[config.mk]
export PLATFORM = sky130hd
export DESIGN_NAME = dm_access_ctrl
export DESIGN_NICKNAME = d
export VERILOG_FILES = /design/src/rtl/dm_pkg.sv /design/src/rtl/ls_lane_unit.sv /design/src/rtl/dm_access_ctrl.sv
export SDC_FILE = /design/constraint.sdc
export NUM_CORES = 1
export LEC_CHECK = 0
export ABC_AREA = 1
export BUFFER_PORTS_ARGS = -buffer_cell sky130_fd_sc_hd__buf_4
export CAP_MARGIN = 30
export CORE_ASPECT_RATIO = 1.25
export CORE_MARGIN = 2
export CORE_UTILIZATION = 40
export CTS_BUF_LIST = sky130_fd_sc_hd__clkbuf_4 sky130_fd_sc_hd__clkbuf_8
export DETAILED_ROUTE_END_ITERATION = 16
export GPL_ROUTABILITY_DRIVEN = 0
export PLACE_DENSITY = 0.66
export SLEW_MARGIN = 0
export SYNTH_ARGS = -nofsm -noshare
export SYNTH_HDL_FRONTEND = slang
export SYNTH_SLANG_ARGS = --single-unit
[constraint.sdc]
create_clock -name clk -period 3.4 [get_ports clk]
set_input_delay 0.34 -clock clk [delete_from_list [all_inputs] [get_ports clk]]
set_output_delay 0.34 -clock clk [all_outputs]
set_load 0.01 [all_outputs]
[src/rtl/dm_pkg.sv]
// dm_pkg: shared definitions for the data-memory load/store sequencer.
//   - Access size encodings (SZ_BYTE/SZ_HALF/SZ_WORD; 2'b11 is treated as a word).
//   - FSM state enum (IDLE/RD/WB/WR/DONE).
//   - Helpers for decoding word-sized accesses and detecting misalignment.
package dm_pkg;

  localparam logic [1:0] SZ_BYTE = 2'b00;
  localparam logic [1:0] SZ_HALF = 2'b01;
  localparam logic [1:0] SZ_WORD = 2'b10;

  typedef enum logic [2:0] {
    IDLE = 3'd0,
    RD   = 3'd1,
    WB   = 3'd2,
    WR   = 3'd3,
    DONE = 3'd4
  } state_e;

  // Bit 1 set covers both the word encoding and the reserved one,
  // so the reserved encoding behaves exactly like a word.
  function automatic logic is_word(input logic [1:0] size);
    return size[1];
  endfunction

  // Half needs addr[0]=0; word needs addr[1:0]=0; bytes are always aligned.
  function automatic logic is_misaligned(input logic [1:0] size, input logic [1:0] lane);
    logic mis;
    mis = 1'b0;
    if (is_word(size)) begin
      mis = (lane != 2'b00);
    end else if (size == SZ_HALF) begin
      mis = lane[0];
    end
    return mis;
  endfunction

endpackage

[src/rtl/ls_lane_unit.sv]
// ls_lane_unit: combinational byte-lane steering for the load/store sequencer.
//   size_i    access size (dm_pkg encodings)
//   lane_i    byte offset inside the addressed word
//   uns_i     1 = zero-extend loads, 0 = sign-extend
//   base_i    word previously read from dm (store merge base)
//   wdata_i   store data; byte in [7:0], half in [15:0]
//   merged_o  base_i with the addressed byte/half replaced (or wdata_i for words)
//   load_i    raw word read from dm
//   load_o    aligned and extended load result
// Half accesses use lane_i[1] only and words ignore lane_i, which gives the
// forced-aligned behaviour when misaligned addresses are not trapped.
module ls_lane_unit
  import dm_pkg::*;
(
  input  logic [1:0]  size_i,
  input  logic [1:0]  lane_i,
  input  logic        uns_i,
  input  logic [31:0] base_i,
  input  logic [31:0] wdata_i,
  output logic [31:0] merged_o,
  input  logic [31:0] load_i,
  output logic [31:0] load_o
);

  logic [7:0]  byte_sel;
  logic [15:0] half_sel;

  // Store merge
  always_comb begin
    merged_o = base_i;
    if (is_word(size_i)) begin
      merged_o = wdata_i;
    end else if (size_i == SZ_HALF) begin
      if (lane_i[1]) begin
        merged_o[31:16] = wdata_i[15:0];
      end else begin
        merged_o[15:0] = wdata_i[15:0];
      end
    end else begin
      case (lane_i)
        2'd0:    merged_o[7:0]   = wdata_i[7:0];
        2'd1:    merged_o[15:8]  = wdata_i[7:0];
        2'd2:    merged_o[23:16] = wdata_i[7:0];
        default: merged_o[31:24] = wdata_i[7:0];
      endcase
    end
  end

  // Load extraction and extension
  always_comb begin
    case (lane_i)
      2'd0:    byte_sel = load_i[7:0];
      2'd1:    byte_sel = load_i[15:8];
      2'd2:    byte_sel = load_i[23:16];
      default: byte_sel = load_i[31:24];
    endcase
    half_sel = lane_i[1] ? load_i[31:16] : load_i[15:0];

    load_o = load_i;
    if (!is_word(size_i)) begin
      if (size_i == SZ_HALF) begin
        load_o = {{16{half_sel[15] & ~uns_i}}, half_sel};
      end else begin
        load_o = {{24{byte_sel[7] & ~uns_i}}, byte_sel};
      end
    end
  end

endmodule

[src/rtl/dm_access_ctrl.sv]
// dm_access_ctrl: load/store sequencer between the CPU memory stage and a
// word-wide data memory with combinational read and synchronous write.
//   clk, rst_n      clock (rising edge) and asynchronous active-low reset
//   req/wr/size/uns/addr/wdata   request, accepted only while ready=1
//   ready           high in IDLE only
//   ack             one-cycle completion pulse (DONE state)
//   rdata           extended load result, valid from ack until the next accept
//   misalign        pulse with ack for a trapped misaligned access
//   dm_addr/dm_din/dm_we/dm_dout  data-memory interface
// Sub-word stores are read-modify-write (IDLE->RD->WB->DONE); word stores go
// straight to WR; loads read in RD and register the extended result.
// Build option: define ALIGN_CHECK_EN to trap misaligned half/word accesses
// (IDLE->DONE, no dm traffic, rdata=0, misalign=1). Without it misalign is 0
// and the low address bits are ignored for halves/words.
module dm_access_ctrl
  import dm_pkg::*;
#(
  parameter int ADDR_W = 14,
  parameter int DATA_W = 32
) (
  input  logic              clk,
  input  logic              rst_n,
  input  logic              req,
  input  logic              wr,
  input  logic [1:0]        size,
  input  logic              uns,
  input  logic [ADDR_W-1:0] addr,
  input  logic [DATA_W-1:0] wdata,
  output logic              ready,
  output logic              ack,
  output logic [DATA_W-1:0] rdata,
  output logic              misalign,
  output logic [ADDR_W-1:0] dm_addr,
  output logic [DATA_W-1:0] dm_din,
  output logic              dm_we,
  input  logic [DATA_W-1:0] dm_dout
);

  state_e             state_q, state_d;
  logic               wr_q, wr_d;
  logic [1:0]         size_q, size_d;
  logic               uns_q, uns_d;
  logic [ADDR_W-1:0]  addr_q, addr_d;
  logic [DATA_W-1:0]  wdata_q, wdata_d;
  logic [DATA_W-1:0]  buf_q, buf_d;
  logic [DATA_W-1:0]  rdata_q, rdata_d;
  logic               mis_q, mis_d;

  logic [ADDR_W-1:0]  waddr;
  logic [DATA_W-1:0]  merged;
  logic [DATA_W-1:0]  load_ext;
  logic               req_mis;

  assign waddr = {addr_q[ADDR_W-1:2], 2'b00};
  assign rdata = rdata_q;

`ifdef ALIGN_CHECK_EN
  assign req_mis = is_misaligned(size, addr[1:0]);
`else
  assign req_mis = 1'b0;
`endif

  ls_lane_unit u_lane (
    .size_i   (size_q),
    .lane_i   (addr_q[1:0]),
    .uns_i    (uns_q),
    .base_i   (buf_q),
    .wdata_i  (wdata_q),
    .merged_o (merged),
    .load_i   (dm_dout),
    .load_o   (load_ext)
  );

  // Next-state and outputs; every output depends on state_q only, so an
  // asynchronous reset drops dm_we in the same instant.
  always_comb begin
    state_d  = state_q;
    wr_d     = wr_q;
    size_d   = size_q;
    uns_d    = uns_q;
    addr_d   = addr_q;
    wdata_d  = wdata_q;
    buf_d    = buf_q;
    rdata_d  = rdata_q;
    mis_d    = mis_q;
    ready    = 1'b0;
    ack      = 1'b0;
    misalign = 1'b0;
    dm_addr  = '0;
    dm_din   = '0;
    dm_we    = 1'b0;

    case (state_q)
      IDLE: begin
        ready = 1'b1;
        if (req) begin
          wr_d    = wr;
          size_d  = size;
          uns_d   = uns;
          addr_d  = addr;
          wdata_d = wdata;
          mis_d   = req_mis;
          if (req_mis) begin
            rdata_d = '0;
            state_d = DONE;
          end else if (wr && is_word(size)) begin
            state_d = WR;
          end else begin
            state_d = RD;
          end
        end
      end
      RD: begin
        dm_addr = waddr;
        buf_d   = dm_dout;
        if (wr_q) begin
          state_d = WB;
        end else begin
          // Extract from dm_dout directly: buf_q only updates on this same edge.
          rdata_d = load_ext;
          state_d = DONE;
        end
      end
      WB: begin
        dm_addr = waddr;
        dm_we   = 1'b1;
        dm_din  = merged;
        state_d = DONE;
      end
      WR: begin
        dm_addr = waddr;
        dm_we   = 1'b1;
        dm_din  = wdata_q;
        state_d = DONE;
      end
      DONE: begin
        ack      = 1'b1;
        misalign = mis_q;
        state_d  = IDLE;
      end
      default: begin
        state_d = IDLE;
      end
    endcase
  end

  always_ff @(posedge clk or negedge rst_n) begin
    if (!rst_n) begin
      state_q <= IDLE;
      wr_q    <= 1'b0;
      size_q  <= SZ_BYTE;
      uns_q   <= 1'b0;
      addr_q  <= '0;
      wdata_q <= '0;
      buf_q   <= '0;
      rdata_q <= '0;
      mis_q   <= 1'b0;
    end else begin
      state_q <= state_d;
      wr_q    <= wr_d;
      size_q  <= size_d;
      uns_q   <= uns_d;
      addr_q  <= addr_d;
      wdata_q <= wdata_d;
      buf_q   <= buf_d;
      rdata_q <= rdata_d;
      mis_q   <= mis_d;
    end
  end

endmodule

==> out/qor.csv <==
stage;metric;value;unit
synthesis;library cells used by synthesis;28;
cells_and_area;fin area;7810;µm²
sta;RSZ-0062 raised after global routing;no;
synthesis;Cells after Synth;803;
clocking;clock slew at reported path FFs;0.08;ns
sta;relative slew slack;40.0;%
global_routing;GR Util met1;31.0;%
placed_design;total placed cells including tap cells;1114;
routing;DR iter-0 viols;478;
cells_and_area;fraction of layout cells with a size suffix above 1;25.5;%
synthesis;synth warn;0;
global_routing;vias in the first global route;5568;
global_routing;first-pass GRT wire length;29.9;mm
clocking;Clock Latency Late Sink;0.46;ns
synthesis;mapped cell area;6100;µm²
placed_design;detailed-placement wirelength estimate;14.1;mm
power;power per cell area;926;nW/µm²
global_routing;busiest grt layer;met2;
routing;Pre-antenna DRT Iters;7;
cells_and_area;final std cells w/o fill;1145;
clocking;CTS root buffer;clkbuf_8;
clocking;CTS buffer count;17;
synthesis;Synth area leader;dfrtp_1;
synthesis;Seq cells post-synth;117;
global_routing;initial antenna violation count;0;
synthesis;Async SR Flop Fraction;100;%
placed_design;Cell Area, Placed;7420;µm²
floorplan;die height;142;µm
power;power share of the sequential group;35.3;%
sta;clk_skew;0.0138;ns
sta;post-route setup TNS;0;ns
sta;crit share post-route;85.0;%
power;Leak Pwr;4.02;nW
sta;Slew @ Worst Pin;0.900;ns
synthesis;sequential-to-total area share from yosys stat;48.0;%
cells_and_area;n_diodes;0;
floorplan;die area;16200;µm²
status;outcome;finished, final reports clean;
routing;DRT antenna net count;0;
power;Pint;4.06;mW
critical_path;Worst EP arrival;2.55;ns
synthesis;Top FF cell, synth;dfrtp_1;
floorplan;Die X;114;µm
routing;DR vias;5873;
critical_path;Worst setup SP type;register;
power;Clock power frac;17.5;%
global_routing;global-route usage over all layers;24.0;%
floorplan;Initial Util;40.8;%
routing;vias per std cell;5.13;
critical_path;Crit path required time;3.06;ns
synthesis;Avg Cell Area, Syn;7.59;µm²
clocking;clock tree buffer depth;2;
placed_design;IO Port Bufs;163;
cells_and_area;area delta synth->final;28.1;%
routing;residual DRC count;0;
floorplan;core area;15000;µm²
clocking;CTS tree;yes;
global_routing;met2 usage;39.6;%
sta;Tmin final;2.89;ns
cells_and_area;Final nets;1036;
synthesis;post-synth top area share;48.0;%
synthesis;top-count cell post-synth;nand2_1;
run;Maximum Capacitance Violations;0;
synthesis;synth cell count leaders;nand2_1, dfrtp_1, o21ai_0;
critical_path;Crit Path Category;register to primary output;
synthesis;Post-synth EDFFs;0;
clocking;H-Tree Depth;4;
global_routing;total grt overflow;0;
power;combinational share of power;47.2;%
cells_and_area;final core occ;52.2;%
worst_hold_path;min-delay worst type;primary input to async pin;
sta;Final setup viols;0;
power;Sw Ratio;43.9;%
clocking;hold buffer count at cts;0;
clocking;clock tree sinks;117;
power;Psw;3.17;mW
critical_path;CP endpoint kind;primary output;
synthesis;top cells by area, synth;dfrtp_1, nand2_1, o21ai_0;
power;peak supply drop;0.498;mV
global_routing;largest net degree at the start of global routing;69;
sta;final hold viol count;0;
floorplan;Cell Rows;50;
routing;Total Wirelength;19.3;mm
routing;DR WL/cell;16.8;µm
sta;max frequency;346;MHz
sta;Final Max Tran Viols;0;
global_routing;met3 global-route usage;4.94;%
critical_path;CP Max Fanout;24;
floorplan;Ports;167;
kinds of logic after synthesis:
logic type             count (synthesis)  share of synthesized area [%]
and+or+nand+nor                      325                           22.7
AOI/OAI and AO/OA                    220                           19.8
buffers and inverters                140                           9.42
DFF                                  117                           48.0
other                                  1                         0.0615
flip-flops by register name, indices dropped and copies added (netlist names):
register  count
wr_q          1
buf_q        32
size_q        2
state_q       3
addr_q       14
wdata_q      32
uns_q         1
rdata        32
power groups by stage:
stage               Sequential (mW)  Combinational (mW)  Clock, mW
floorplan                      2.48                2.15          0
global placement               2.56                3.35          0
detailed placement             2.55                3.41          0
CTS                            2.54                3.43       1.28
global route                   2.63                3.82       1.33
finish                         2.55                3.42       1.26
critical path, stage by stage, from the launching register on:
cell and delay [ns]:
dfrtp_2 0.59, inv_1 0.34, o21ai_2 0.38, nand2_1 0.26
o211ai_1 0.26, o21ai_0 0.12, buf_4 0.15
placed cells by master, fill, tap and decap left out, types with 3 or more instances in the layout:
cell type,instances
nand3_1,28
dfrtp_1,116
o22ai_1,16
clkinvlp_4,6
conb_1,3
nor2_2,3
o211ai_1,9
a21boi_0,10
or2_2,25
nand2_1,208
nand3b_1,5
o21a_1,4
inv_1,91
o21ai_0,106
a21oi_1,61
nand2_2,6
buf_4,168
nor2_1,47
a31oi_1,8
clkbuf_8,17
inv_2,6
per-layer routing:
layer  part of all wire [%]  vias to the layer above
li1                       -                     2880
met1                     43                     2736
met2                     49                      219
met3                    6.0                       38
met4                    2.6                        0
met5                      0                        -
final timing paths:
check | depth (start not counted) | end | slack [ns] | start
max | 6 | dm_din[23] | 0.51 | addr_q[1]
min | 1 | wdata_q[21] | 0.007 | rst_n
max reg2reg | 7 | rdata[28] | 1.36 | addr_q[1]
min reg2reg | 2 | buf_q[14] | 0.48 | buf_q[14]
max in group asynchronous | 2 | addr_q[1] | 2.60 | rst_n
min in group clk | 3 | wdata_q[31] | 0.09 | wdata[31]
per-stage QoR:
| step | power [mW] | hold WS [ns] | setup slack (ns) |
|---|---|---|---|
| floorplan | 4.63 | 0.0444 | 1.67 |
| global placement | 5.91 | 0.453 | 0.695 |
| detailed placement | 5.96 | 0.458 | 0.568 |
| CTS | 7.24 | 0.0560 | 0.105 |
| global route | 7.79 | 0.0799 | 0.316 |
| finish | 7.23 | 0.00651 | 0.510 |
layout make-up:
class	instances	area [µm²]
Inverter	97	364
Clock inverter	12	133
Tap cell	182	228
Sequential cell	117	2930
Fill cell	1513	7140
Timing Repair Buffer	170	1300
Multi-Input combinational cell	548	2600
Clock buffer	19	249
what timing repair did:
| item | CTS | global route |
|---|---|---|
| setup buffers | 0 | 0 |
| setup endpoints to repair | 0 | 17 |
| resized for setup | 0 | 2 |
Power figures use the tool's default switching activity.
